**config.mk**
```make
export PLATFORM = sky130hd
export DESIGN_NAME = combo_lock_seq
export DESIGN_NICKNAME = d
export VERILOG_FILES = /design/src/rtl/combo_lock_seq.sv
export SDC_FILE = /design/constraint.sdc
export NUM_CORES = 1
export LEC_CHECK = 0
export CAP_MARGIN = 20
export CORE_AREA = 3 3 40 42
export CTS_BUF_LIST = sky130_fd_sc_hd__clkbuf_8
export DETAILED_ROUTE_END_ITERATION = 10
export DIE_AREA = 0 0 43 45
export PLACE_DENSITY = 0.68
export SYNTH_ARGS = -nofsm -noshare
export SYNTH_HDL_FRONTEND = slang
export SYNTH_SLANG_ARGS = --single-unit
```
**constraint.sdc**
```tcl
create_clock -name clk -period 2.5 [get_ports clk]
set_input_delay 0.25 -clock clk [delete_from_list [all_inputs] [get_ports clk]]
set_output_delay 0.25 -clock clk [all_outputs]
set_load 0.02 [all_outputs]
```
**src/rtl/combo_lock_seq.sv**
```systemverilog
// Serial combination lock with overlap-aware code matching.
// Define COMBO_LOCK_LOCKOUT_EN to enable failure counting and the timed lockout.
module combo_lock_seq #(
    parameter int                  CODE_LEN       = 5,
    parameter logic [CODE_LEN-1:0] CODE           = 5'b01011,
    parameter int                  MAX_FAILS      = 3,
    parameter int                  LOCKOUT_CYCLES = 16
) (
    input  logic                             clk,
    input  logic                             rst,
    input  logic                             zero,
    input  logic                             one,
    output logic                             unlocked,
    output logic [$clog2(CODE_LEN+1)-1:0]    state,
    output logic                             locked_out,
    output logic [$clog2(MAX_FAILS+1)-1:0]   fail_count
);

    localparam int KW = $clog2(CODE_LEN + 1);
    localparam int FW = $clog2(MAX_FAILS + 1);

    if (CODE_LEN < 2 || CODE_LEN > 16) begin : g_bad_code_len
        $error("combo_lock_seq: CODE_LEN must be in 2..16");
    end
    if (MAX_FAILS < 1 || MAX_FAILS > 15) begin : g_bad_max_fails
        $error("combo_lock_seq: MAX_FAILS must be in 1..15");
    end
    if (LOCKOUT_CYCLES < 1 || LOCKOUT_CYCLES > 65535) begin : g_bad_lockout
        $error("combo_lock_seq: LOCKOUT_CYCLES must be in 1..65535");
    end

`ifdef COMBO_LOCK_LOCKOUT_EN
    typedef enum logic [1:0] {SEARCH, OPEN, LOCKOUT} fsm_t;
`else
    typedef enum logic [0:0] {SEARCH, OPEN} fsm_t;
`endif

    fsm_t                fsm_q, fsm_d;
    logic [KW-1:0]       k_q, k_d;
    // Only the older CODE_LEN-1 bits are stored; the incoming bit completes the window.
    logic [CODE_LEN-2:0] hist_q, hist_d;
    logic                unlocked_q;

    logic                bit_evt;
    logic [CODE_LEN-1:0] window;
    logic [KW-1:0]       limit;
    logic [KW-1:0]       match_k;
    logic [CODE_LEN-1:0] mask;

`ifdef COMBO_LOCK_LOCKOUT_EN
    localparam int TW = $clog2(LOCKOUT_CYCLES + 1);
    logic [FW-1:0] fail_q, fail_d;
    logic [TW-1:0] timer_q, timer_d;
    logic          locked_q;
`endif

    // Leaving OPEN discards the old history, so the new bit is matched as the first one.
    always_comb begin
        bit_evt = zero ^ one;
        if (fsm_q == OPEN) begin
            window = {{(CODE_LEN-1){1'b0}}, one};
            limit  = '0;
        end else begin
            window = {hist_q, one};
            limit  = k_q;
        end
    end

    // A suffix can only match if it extends the previous match by at most one bit,
    // which also keeps never-written history bits out of the comparison.
    always_comb begin
        match_k = '0;
        mask    = '0;
        for (int j = 1; j <= CODE_LEN; j++) begin
            mask = {CODE_LEN{1'b1}} >> (CODE_LEN - j);
            if (j <= int'(limit) + 1 &&
                ((window & mask) == ((CODE >> (CODE_LEN - j)) & mask))) begin
                match_k = KW'(j);
            end
        end
    end

    always_comb begin
        fsm_d  = fsm_q;
        k_d    = k_q;
        hist_d = hist_q;
`ifdef COMBO_LOCK_LOCKOUT_EN
        fail_d  = fail_q;
        timer_d = timer_q;
`endif
        case (fsm_q)
            SEARCH, OPEN: begin
                if (bit_evt) begin
                    fsm_d  = SEARCH;
                    hist_d = window[CODE_LEN-2:0];
                    k_d    = match_k;
                    if (match_k == KW'(CODE_LEN)) begin
                        fsm_d = OPEN;
`ifdef COMBO_LOCK_LOCKOUT_EN
                        fail_d = '0;
                    end else if (k_q != '0 && match_k <= k_q && fsm_q == SEARCH) begin
                        if (fail_q == FW'(MAX_FAILS - 1)) begin
                            fsm_d   = LOCKOUT;
                            k_d     = '0;
                            hist_d  = '0;
                            fail_d  = '0;
                            timer_d = TW'(LOCKOUT_CYCLES - 1);
                        end else begin
                            fail_d = fail_q + FW'(1);
                        end
`endif
                    end
                end
            end
`ifdef COMBO_LOCK_LOCKOUT_EN
            LOCKOUT: begin
                if (timer_q == '0) begin
                    fsm_d = SEARCH;
                end else begin
                    timer_d = timer_q - TW'(1);
                end
            end
`endif
            default: begin
                fsm_d  = SEARCH;
                k_d    = '0;
                hist_d = '0;
            end
        endcase
    end

    always_ff @(posedge clk) begin
        if (rst) begin
            fsm_q      <= SEARCH;
            k_q        <= '0;
            hist_q     <= '0;
            unlocked_q <= 1'b0;
        end else begin
            fsm_q      <= fsm_d;
            k_q        <= k_d;
            hist_q     <= hist_d;
            unlocked_q <= (fsm_d == OPEN);
        end
    end

`ifdef COMBO_LOCK_LOCKOUT_EN
    always_ff @(posedge clk) begin
        if (rst) begin
            fail_q   <= '0;
            timer_q  <= '0;
            locked_q <= 1'b0;
        end else begin
            fail_q   <= fail_d;
            timer_q  <= timer_d;
            locked_q <= (fsm_d == LOCKOUT);
        end
    end

    assign locked_out = locked_q;
    assign fail_count = fail_q;
`else
    assign locked_out = 1'b0;
    assign fail_count = '0;
`endif

    assign unlocked = unlocked_q;
    assign state    = k_q;

endmodule

```
## Yosys cells after proc, flatten, opt, wreduce, memory -nomap -nowiden

Index checks and enable logic that the tools add are counted.

- Flip-flop bits (word level): 8
- Input port bits: 4
- Logic and storage cells: 29

- Magnitude comparators: 5
- Bitwise gates (word level): 1
- Equality and inequality tests: 5
- Muxes and demuxes: 8
- $add $sub $neg: 1
- Reductions and logical operators: 6

Operators with widths:

| kind | count |
|---|---|
| 3-bit by 32-bit <= comparator with 1-bit output, first input constant | 2 |
| 2-bit by 32-bit <= comparator with 1-bit output, first input constant | 1 |
| 4-bit by 32-bit <= comparator with 1-bit output, first input constant | 1 |
| 3-bit 2-to-1 mux | 3 |
| 5-bit by 4-bit == test with 1-bit output, second input constant | 1 |
| 1-bit logical AND | 5 |
| 5-bit zero test | 1 |
| 5-bit 2-to-1 mux | 1 |
| 3-bit by 1-bit adder with 4-bit output, second input constant | 1 |
| 4-bit by 3-bit == test with 1-bit output, second input constant | 1 |
| 3-bit by 4-bit <= comparator with 1-bit output, first input constant | 1 |
| 2-bit 2-to-1 mux | 2 |
| 3-bit by 2-bit == test with 1-bit output, second input constant | 1 |
| 3-bit == test, second input constant | 1 |
| 2-bit by 1-bit == test with 1-bit output, second input constant | 1 |
| 1-bit 2-to-1 mux | 2 |
| 1-bit XOR | 1 |

## Longest topological paths before layout

- Word-level depth: 11
- Mapped depth: 7
- Mapped depth without buffers: 7

## Least setup slack after synthesis

Ideal clock, no wire load.

- Kind: reg2reg
- Start point: reg, netlist name unlocked
- End point: reg k_q[1] (netlist: state[1])
- Period minus slack after synthesis: 1902 ps
- Library setup time: 124 ps
- Arrival: 1778 ps
- Path slack: 598 ps
- Stages on the path, launching flop included: 7
- Path through: dfxtp_1 -> nand2b_1 -> inv_1 -> ha_1 -> or4b_1 -> a32oi_1 -> o31ai_2

RTL lines:

| item | line | text |
|---|---|---|
| end signal, assigned | 140 | `k_q <= k_d;` |
| end, declared | 39 | `logic [KW-1:0] k_q, k_d;` |

==> impl_metrics.yaml <==
setup_path:
  critPathLaunchType: "register"
  crit_required_ns: 2.61
  critical_path_class: "register to register"
  end_kind: "register"
  cp.arrival_ns: 2.06
  crit_fanout: 9
finish:
  finalNetCount: 81
  layout_commonest_cell: "dfxtp_1"
  final_cell_mix: "dfxtp_1, clkdlybuf4s50_1, nor2_1, a21oi_1"
  antennaDiodeCount: 0
  fillCellCount: 124
  multi_input_area_um2: 368
  drive_gt1_share_pct: 15.3
  seq_area_um2: 160
  area_growth_pct: 19.0
placement:
  gp_congestion: 0.741
  dp_hpwl_um: 800
  port_buffers: 7
synthesis:
  yosysTopAreaCell: "dfxtp_1"
  yosys-top-cells-area: "dfxtp_1, ha_1, buf_4"
  synth_ff_type: "dfxtp_1"
  yosys_warnings: 0
  postSynth.asyncResetShare_pct: 0
  synth_top_area_share_pct: 28.3
  synth-seq-cells: 8
  synth_edf_count: 0
  syn-cell-area_um2: 566
  synthCells: 64
  syn_area_per_cell_um2: 8.84
  ys_types: 34
  ys_seq_area_share_pct: 28.3
die:
  io-pin-count: 11
  initial_utilization_pct: 44.0
  core_um2: 1280
  die_h_um: 45
  die_area_um2: 1940
  die_w_um: 43
  rows: 13
timing:
  period_share_pct: 78.1
  skew_ns: 0.00340
  tightestPinTransition_ns: 0.534
  finalMaxSlewViolations: 0
  fmax_mhz: 512
  post-route-min-period_ns: 1.95
  relSlewSlack_pct: 64.3
  fin_setup_tns_ns: 0
  final-hold-violation-count: 0
  rsz0062_at_grt: "false"
  whs_ns: 0.492
  finalSetupViolations: 0
global_routing:
  grt-ovfl-total: 0
  grt_max_degree: 11
  grt_use_total_pct: 14.1
  grt_pass1_wl_um: 1880
  antenna_found_initial: 0
  grt_pass1_vias: 424
power:
  combinationalPowerShare_pct: 17.3
  p_sw_share_pct: 26.8
  power_switching_uw: 97.6
  pwr-share-clk_pct: 44.5
  p_leak_uw: 0.000266
  pwr-share-seq_pct: 38.3
  p_per_area_nw_per_um2: 542
  p_int_uw: 267
  irDropWorstVdd_mv: 0.289
run:
  maxCapViolations: 0
clocking:
  root_buffer: "clkbuf_8"
  cts_hold_buf: 0
  cts_resized: 0
  post_cts_buffers: 0
  clk_latency_ns: 0.23
  cts.sinks: 8
  htreeDepth: 1
  cts_tree: "done"
  cts_max_path_buffers: 2
  cts_buffers: 3
  clk_pin_slew_worst_paths_ns: 0.04
detailed_routing:
  viasPerCell: 5.29
  wl_per_cell_um: 12.6
  drt_iter0_drc: 5
  ant_nets: 0
  wl_um: 1090
  drcViolationCount: 0
  vias: 460
  first_pass_iters: 4
outcome:
  status: "complete, no violations"
min_path:
  hold_path_class: "register to register"
-- cell type report --
type / instances / share of cell area [%]
sequential: 8 / 23.8
clock buffer: 3 / 6.13
timing repair buffer: 7 / 10.4
multi-input combinational: 50 / 54.6
inverter: 4 / 2.23
tap: 15 / 2.79
-- synthesized netlist by cell type (2+ instances only) --
cell type  count
nor3b_1        2
inv_1          3
nor2_1         5
buf_4          4
nand2_1        3
dfxtp_1        8
mux2i_1        2
nand2b_1       3
a21oi_1        4
nor2b_1        2
ha_1           3
nand3b_1       3
-- metal layers --
metal  GRT usage (%)  up-vias  share of wire, %
met5               0        -                 0
met4            10.8        0               2.8
met3            7.17        5               6.6
met2            20.4       12                43
met1            15.9      204                47
li1                -      239                 -
-- worst paths after layout --
kind,from,slack (ns),cells after the start,end
worst max register to register,unlocked,0.55,7,state[1]
worst min register to register,hist_q[3],0.49,2,hist_q[3]
worst max-delay path,unlocked,0.55,7,state[1]
worst min-delay path,hist_q[3],0.49,2,hist_q[3]
-- power by group through the flow --
stage               Sequential, µW  Combinational (µW)  Clock, µW
finish                         140                62.9        162
global route                   141                69.3        171
CTS                            140                63.1        165
detailed placement             142                63.0          0
global placement               142                62.7          0
floorplan                      144                44.9          0
-- per-stage QoR --
| stage | cells | cell area, µm² | power [µW] | util (%) | setup slack [ns] |
|---|---|---|---|---|---|
| 5_1_grt | 87 | 673 | 381 | 52.4 | 0.383 |
| 3_5_place_dp | 84 | 632 | 205 | 49.2 | 0.560 |
| 6_report | 87 | 673 | 365 | 52.4 | 0.549 |
| 4_1_cts | 87 | 673 | 368 | 52.4 | 0.550 |
| 3_3_place_gp | 84 | 632 | 205 | 49.2 | 0.586 |
| 2_1_floorplan | 66 | 573 | 189 | - | 0.598 |
-- critical path, stage by stage (launching register included) --
cell and delay (ns):
dfxtp_1 0.39, nand2b_1 0.20, inv_1 0.09, ha_1 0.22, inv_1 0.07, or4b_1 0.53
a32oi_1 0.25, o31ai_2 0.07
-- logic make-up after synthesis --
kind of cell | Yosys count | synth area share, %
AO/OA/AOI/OAI | 14 | 18.6
XOR/XNOR | 1 | 2.88
adder cells (fa/ha/maj) | 3 | 6.64
buffers and inverters | 8 | 7.96
flip-flops | 8 | 28.3
multiplexers | 2 | 3.54
other | 1 | 0.663
AND/OR/NAND/NOR | 27 | 31.4
-- registers in the layout, indices dropped and copies added, names as in the netlist --
signal	count
state	3
hist_q	4
unlocked	1
(Power assumes the default switching activity.)
